### src/rtl/load_store_ctrl.sv
// ---------------------------------------------------------------------------
// load_store_ctrl
//
// Sequences single-word loads and stores from a core onto a simple
// synchronous data memory. Accepts one request at a time, stretches the
// memory enables for a parameterised number of wait cycles and reports
// completion with a one-cycle done pulse. Misaligned addresses never touch
// memory; they complete immediately with err set.
//
// Parameters
//   WordSize  data / address width in bits
//   RD_WAIT   cycles Mem_rd is held before read data is captured (1..15)
//   WR_WAIT   cycles Mem_wr is held (1..15)
//
// Ports
//   CLK, RESET_N          clock, asynchronous active-low reset
//   req, wr, addr, wdata  core request (wr=1 store, wr=0 load)
//   busy, done, err       handshake / completion status
//   rdata                 last completed load result
//   acc_count             completed aligned accesses (wraps)
//   Mem_Addr, Mem_rd, Mem_wr, Mem_DIN, Mem_DOUT   data memory interface
// ---------------------------------------------------------------------------
module load_store_ctrl #(
    parameter int WordSize = 32,
    parameter int RD_WAIT  = 2,
    parameter int WR_WAIT  = 1
) (
    input  logic                CLK,
    input  logic                RESET_N,
    input  logic                req,
    input  logic                wr,
    input  logic [WordSize-1:0] addr,
    input  logic [WordSize-1:0] wdata,
    output logic                busy,
    output logic                done,
    output logic                err,
    output logic [WordSize-1:0] rdata,
    output logic [15:0]         acc_count,
    output logic [WordSize-1:0] Mem_Addr,
    output logic                Mem_rd,
    output logic                Mem_wr,
    output logic [WordSize-1:0] Mem_DIN,
    input  logic [WordSize-1:0] Mem_DOUT
);

    typedef enum logic [1:0] {
        IDLE  = 2'd0,
        READ  = 2'd1,
        WRITE = 2'd2,
        DONE  = 2'd3
    } state_t;

    // The wait counter is loaded with WAIT-1 so that the enable stays high
    // for exactly WAIT cycles, counting down to zero.
    localparam logic [3:0] RdLoad = 4'(RD_WAIT - 1);
    localparam logic [3:0] WrLoad = 4'(WR_WAIT - 1);

    state_t      state;
    state_t      next_state;
    logic [3:0]  wait_cnt;
    logic        err_q;
    logic [15:0] acc_count_q;
    logic        misaligned;
    logic        count_zero;
    logic        mem_rd_next;
    logic        mem_wr_next;

    assign misaligned = |addr[1:0];
    assign count_zero = (wait_cnt == 4'd0);
    assign acc_count  = acc_count_q;

    // State register.
    always_ff @(posedge CLK or negedge RESET_N) begin
        if (!RESET_N) begin
            state <= IDLE;
        end else begin
            state <= next_state;
        end
    end

    // Next-state logic. Requests are only looked at in IDLE; anything that
    // arrives while busy is simply dropped.
    always_comb begin
        next_state = state;
        case (state)
            IDLE: begin
                if (req) begin
                    if (misaligned) begin
                        next_state = DONE;
                    end else if (wr) begin
                        next_state = WRITE;
                    end else begin
                        next_state = READ;
                    end
                end
            end
            READ: begin
                if (count_zero) begin
                    next_state = DONE;
                end
            end
            WRITE: begin
                if (count_zero) begin
                    next_state = DONE;
                end
            end
            DONE: begin
                next_state = IDLE;
            end
            default: begin
                next_state = IDLE;
            end
        endcase
    end

    // Output decode. The memory enables are derived from next_state and
    // then registered, so they line up exactly with the READ/WRITE states
    // while still coming straight out of flops.
    always_comb begin
        busy        = (state != IDLE);
        done        = (state == DONE);
        err         = (state == DONE) && err_q;
        mem_rd_next = (next_state == READ);
        mem_wr_next = (next_state == WRITE);
    end

    // Datapath: request latching, wait counting, load capture and the
    // access counter. Mem_wr sits on the asynchronous reset so an aborted
    // store stops driving memory without waiting for a clock edge.
    always_ff @(posedge CLK or negedge RESET_N) begin
        if (!RESET_N) begin
            Mem_rd      <= 1'b0;
            Mem_wr      <= 1'b0;
            Mem_Addr    <= '0;
            Mem_DIN     <= '0;
            rdata       <= '0;
            wait_cnt    <= 4'd0;
            err_q       <= 1'b0;
            acc_count_q <= 16'd0;
        end else begin
            Mem_rd <= mem_rd_next;
            Mem_wr <= mem_wr_next;
            case (state)
                IDLE: begin
                    if (req) begin
                        err_q <= misaligned;
                        if (!misaligned) begin
                            Mem_Addr <= addr;
                            Mem_DIN  <= wdata;
                            wait_cnt <= wr ? WrLoad : RdLoad;
                        end
                    end
                end
                READ: begin
                    if (count_zero) begin
                        rdata <= Mem_DOUT;
                    end else begin
                        wait_cnt <= wait_cnt - 4'd1;
                    end
                end
                WRITE: begin
                    if (!count_zero) begin
                        wait_cnt <= wait_cnt - 4'd1;
                    end
                end
                DONE: begin
                    if (!err_q) begin
                        acc_count_q <= acc_count_q + 16'd1;
                    end
                end
                default: begin
                end
            endcase
        end
    end

endmodule

### config.mk
export PLATFORM = sky130hd
export DESIGN_NAME = load_store_ctrl
export DESIGN_NICKNAME = d
export VERILOG_FILES = /design/src/rtl/load_store_ctrl.sv
export SDC_FILE = /design/constraint.sdc
export NUM_CORES = 1
export LEC_CHECK = 0
export ABC_AREA = 0
export BUFFER_PORTS_ARGS = -buffer_cell sky130_fd_sc_hd__buf_4
export CORE_MARGIN = 5
export CORE_UTILIZATION = 42
export CTS_BUF_LIST = sky130_fd_sc_hd__clkbuf_4 sky130_fd_sc_hd__clkbuf_8 sky130_fd_sc_hd__clkbuf_16
export DETAILED_ROUTE_END_ITERATION = 10
export HOLD_SLACK_MARGIN = 0.02
export PLACE_DENSITY_LB_ADDON = 0.08
export SKIP_LAST_GASP = 1
export SLEW_MARGIN = 5
export SYNTH_ARGS = -nofsm -noshare
export SYNTH_HDL_FRONTEND = slang
export SYNTH_SLANG_ARGS = --single-unit
### constraint.sdc
create_clock -name CLK -period 2.5 [get_ports CLK]
set_input_delay 0 -clock CLK [delete_from_list [all_inputs] [get_ports CLK]]
set_output_delay 0 -clock CLK [all_outputs]
set_load 0.01 [all_outputs]
* Word level (Yosys, flattened, before mapping) *
Index checks and enable logic that the tools add are counted.

cells by class
  reductions and logical operators = 12
  muxes and demuxes = 10
  bitwise gates (word level) = 2
  equal/unequal tests = 8
  $add $sub $neg = 2

operator list
  kind                                                                   number
  16-bit by 1-bit adder with 16-bit output, second input constant        1
  4-bit 2-to-1 mux                                                       3
  2-bit 2-to-1 mux                                                       4
  4-bit case mux with 2 select lines                                     1
  2-bit equality test, second input constant                             3
  2-bit inequality test, second input constant                           3
  2-bit case mux with 3 select lines                                     1
  2-bit AND reduction                                                    3
  2-bit by 1-bit equality test with 1-bit output, second input constant  2
  4-bit zero test                                                        1
  4-bit AND reduction                                                    1
  2-bit nonzero test                                                     2
  2-bit OR reduction                                                     2
  4-bit by 1-bit subtractor with 4-bit output, second input constant     1
  3-bit AND reduction                                                    1
  2-bit zero test                                                        1
  1-bit inverter                                                         2
  1-bit logical AND                                                      1
  1-bit 2-to-1 mux                                                       1

word-level totals
  bits in registers = 121

* Logic depth before layout (Yosys ltp) *
  word-level depth = 5
  mapped depth = 8
  depth with buffers taken out = 6

* Least setup slack after synthesis *
OpenSTA, ideal clock, no wires.

  path type = flip-flop to flip-flop
  from = reg wait_cnt[0]
  to = reg rdata[10]
  data arrival time = 1,649 ps
  data required time = 2,375 ps
  buffers on the path = 1
  setup slack = 726 ps
  setup time = 125 ps
  clock period less this slack = 1,774 ps
  stages on the path, launching flop included = 7
  cell sequence = dfrtp_1 inv_1 ha_1 or3b_4 nor2_8 buf_12 mux2_4

on the way
  word-level cells in the longest chain between the ends = 2

RTL lines
  element                               RTL line  RTL
  start: declaration                    60        logic [3:0] wait_cnt;
  start signal: assignment              150       wait_cnt <= wr ? WrLoad : RdLoad;
  start signal: assignment              158       wait_cnt <= wait_cnt - 4'd1;
  start signal: assignment              163       wait_cnt <= wait_cnt - 4'd1;
  4-bit zero test                       69        assign count_zero = (wait_cnt == 4'd0);
  2-bit AND reduction (no source line)  n/a
  end signal: assignment                156       rdata <= Mem_DOUT;
  end: declaration                      37        output logic [WordSize-1:0] rdata,

Every way passes these cells.
A chain may end at the register's enable or synchronous reset.

* Worst setup path after layout *
  from = reg state[0]
  to = reg state[0]

on the way
  word-level cells in the longest chain between the ends = 3
  elaborated cells on any way between the ends = 8
  those cells by class = eq/ne (3); mux (3); reduce/logical (2)

RTL lines
  element                                                                                RTL line  RTL
  start: declaration                                                                     58        state_t state;
  start signal: assignment                                                               77        state <= next_state;
  2-bit equality test or 2-bit by 1-bit equality test with 1-bit output (tied branches)  85        case (state)
  2-bit OR reduction (no source line)                                                    n/a
  2-bit case mux with 3 select lines (*)                                                 85
  named net next_state[0]                                                                59        state_t next_state;

Mark *: on every way through the listed nets, which the timed path passes. The rest lies on a longest branch.

==> results.toml <==
[status]
status = "completed"

[placement]
place_area_mm2 = 0.00672
dp_hpwl_um = 8430
port_buffers = 216
place_ws_ps = 543
gp_congestion = 0.760
placed_cells = 670

[global_routing]
antenna_found_initial = 0
grt_pass1_vias = 4215
grt_max_degree = 71
grt_pass1_wl_um = 22000
grt.total_usage_pct = 19.5
grt.overflow.total = 0

[sta]
slew_headroom_pct = 64.1
fin_crit_ps = 1960
setup_viol = 0
setup-tns-final_ps = 0
max_freq_mhz = 511
drv_slew = 0
finClkSkew_ps = 5.68
tightest_slew_ps = 539
fin_ws_ps = 542
rsz0062_at_grt = "false"
fin_crit_sh_pct = 78.3
finalHoldViolCount = 0
fin_hold_ws_ps = 137

[critical_path]
r2r-start = "state[0]"
r2r_end = "state[0]"
cp_slowest_cell = "dlygate4sd3_1"
cpMostUsedCell = "nand2_1"
cp_data_arrival_time_ps = 2250
reg2reg_depth = 7
crit_fanout = 4
worstSetupStartpointType = "flip-flop"
cpPeakStageDelay_ps = 570
end_kind = "flip-flop"
crit_chain = "inv_1, ha_1, nand2_1, nor3_1, nand2_1, dlygate4sd3_1, and3_1"
r2r_slack_ps = 540
critical_path_required_ps = 2790
path_class = "flip-flop to flip-flop"

[synth]
syn_avg_cell_area_um2 = 15.6
synth.distinct_cells = 39
yosysSeqAreaShare_pct = 60.9
synth.area.top_cells = "dfrtp_1 (61%), mux2_2 (15%), mux2_4 (9.1%), xnor2_1 (2.1%), ha_1 (1.8%)"
yosys.area.top_type_share_pct = 60.9
synthCells = 319
ys_seq_elements = 121
synthArstFlopShare_pct = 100
synth.largest_area_cell = "dfrtp_1"
synth_ff_type = "dfrtp_1"
syn-num-nets = 426
synth_edf_count = 0
syn_area_mm2 = 0.00497
yosys_warnings = 0

[power]
leakage_nw = 4.02
total_power_mw = 9.35
ir_worst_vdd_v = 0.000642
powerDensity_mw_per_mm2 = 1130

[floorplan]
core_area_mm2 = 0.0115
die_area_mm2 = 0.0141
rows = 39
die-width_um = 119
initial_core_util_pct = 43.2
die_h_um = 119
num_io_pins = 217

[run]
drv_cap = 0

[clocking]
htreeDepth = 4
cts_tree = "done"
path_clk_slew_ps = 50
post-cts-setup-buffers = 0
cts_root_buf = "clkbuf_16"
cts_hold_buf = 100
cts_inserted_buffers = 17
post_cts_resized = 0
clkLatencyLatePin_ps = 400
cts.path.max_buffers = 2
cts_sinks = 121

[routing]
wl_per_cell_um = 16.6
dr.pass1.iters = 4
via_per_inst = 4.73
vias = 3788
drt_iter0_markers = 202
drtAntennaViolNets = 0
drt-total-wl_um = 13300
remaining_drc_errors = 0

[cells_and_area]
fin_area_mm2 = 0.00828
antennaDiodeCount = 0
utilization_pct = 71.9
instances_no_fill = 801
syn_to_final_growth_pct = 66.5
drive_above_1_share_pct = 53.6
nNetsFinal = 753

[min_path]
hold_class = "input pin to asynchronous set/reset pin"
[power breakdown]
group          switching (mW)  leakage (nW)  total (mW)  internal, mW
clock network           0.785         0.285        2.25          1.47
registers               0.513          1.49        3.34          2.83
logic                    1.53          2.24        3.76          2.23
[layout make-up]
type                       instances  area (µm²)
clock buffer                      29         547
clock inverter                     2        10.0
fill                             770        3240
inverter                           7        26.3
multi-input combinational        178        1790
sequential                       121        3030
tap                              143         179
timing repair buffer             321        2700
[cell usage after synthesis, types with 2 or more instances]
| master | number |
|---|---|
| a21oi_1 | 2 |
| and3_1 | 4 |
| and4_1 | 2 |
| buf_12 | 3 |
| buf_2 | 6 |
| buf_6 | 3 |
| dfrtp_1 | 121 |
| ha_1 | 7 |
| inv_1 | 7 |
| mux2_2 | 65 |
| mux2_4 | 30 |
| mux2i_1 | 2 |
| nand2_1 | 6 |
| nand3_1 | 8 |
| nand4_1 | 3 |
| nor2_1 | 5 |
| nor2b_1 | 3 |
| nor3_1 | 5 |
| o21ai_0 | 2 |
| o21ai_1 | 2 |
| o31ai_1 | 2 |
| xnor2_1 | 12 |
| xor2_1 | 3 |
[worst max-delay path: cells and delay by family (launching register included)]
family,cells,cell delay [ps]
buf+inv,2,690
flops,1,410
fa+ha+maj,1,220
simple gates,4,530
[flip-flops by register name, summed over array words and instances, names as in the netlist]
name	count
Mem_DIN	32
acc_count	16
rdata	32
state	2
Mem_Addr	32
wait_cnt	4
err_q	1
Mem_rd	1
Mem_wr	1
[cells in the final DEF, fill, tap and decap left out, drive strengths merged, types with 2 or more instances in the layout]
cell | Yosys | final
buf | 12 | 221
dfrtp | 121 | 121
dlygate4sd3 | 0 | 100
mux2 | 95 | 95
clkbuf | 1 | 29
xnor2 | 12 | 12
nand3 | 8 | 8
inv | 7 | 7
ha | 7 | 7
nand2 | 6 | 6
nor2 | 6 | 6
nor3 | 5 | 5
and3 | 4 | 4
o21ai | 4 | 4
nor2b | 3 | 3
nand4 | 3 | 3
xor2 | 3 | 3
o31ai | 2 | 2
a21oi | 2 | 2
mux2i | 2 | 2
and4 | 2 | 2
clkinv | 0 | 2
a22o | 2 | 2
[logic make-up (layout without fill, tap and decap cells)]
logic type | Yosys count | count (layout) | synth area share (%)
flops | 121 | 121 | 60.9
mux | 97 | 97 | 24.2
simple gates | 45 | 45 | 5.46
buf+inv | 20 | 359 | 3.10
xor+xnor | 15 | 15 | 2.64
compound gates | 14 | 14 | 1.91
fa+ha+maj | 7 | 7 | 1.76
[layer usage]
| layer | wire length (µm) | track usage, % | share of wire [%] |
|---|---|---|---|
| met5 | 0 | 0 | 0 |
| met4 | 389 | 9.20 | 2.9 |
| met3 | 945 | 6.83 | 7.1 |
| met2 | 6500 | 31.7 | 49 |
| met1 | 5440 | 23.3 | 41 |
[how the worst max path moves through the flow]
stage	startpoint	endpoint	slack [ps]	cells after the start
detailed placement	wait_cnt[0]	rdata[0]	540	6
CTS	wait_cnt[0]	rdata[0]	540	6
floorplan	wait_cnt[0]	rdata[10]	730	6
finish	state[0]	state[0]	540	7
global placement	wait_cnt[0]	rdata[1]	590	6
global route	state[0]	wait_cnt[0]	410	7
Note: power is estimated with default switching activity, not from simulation.
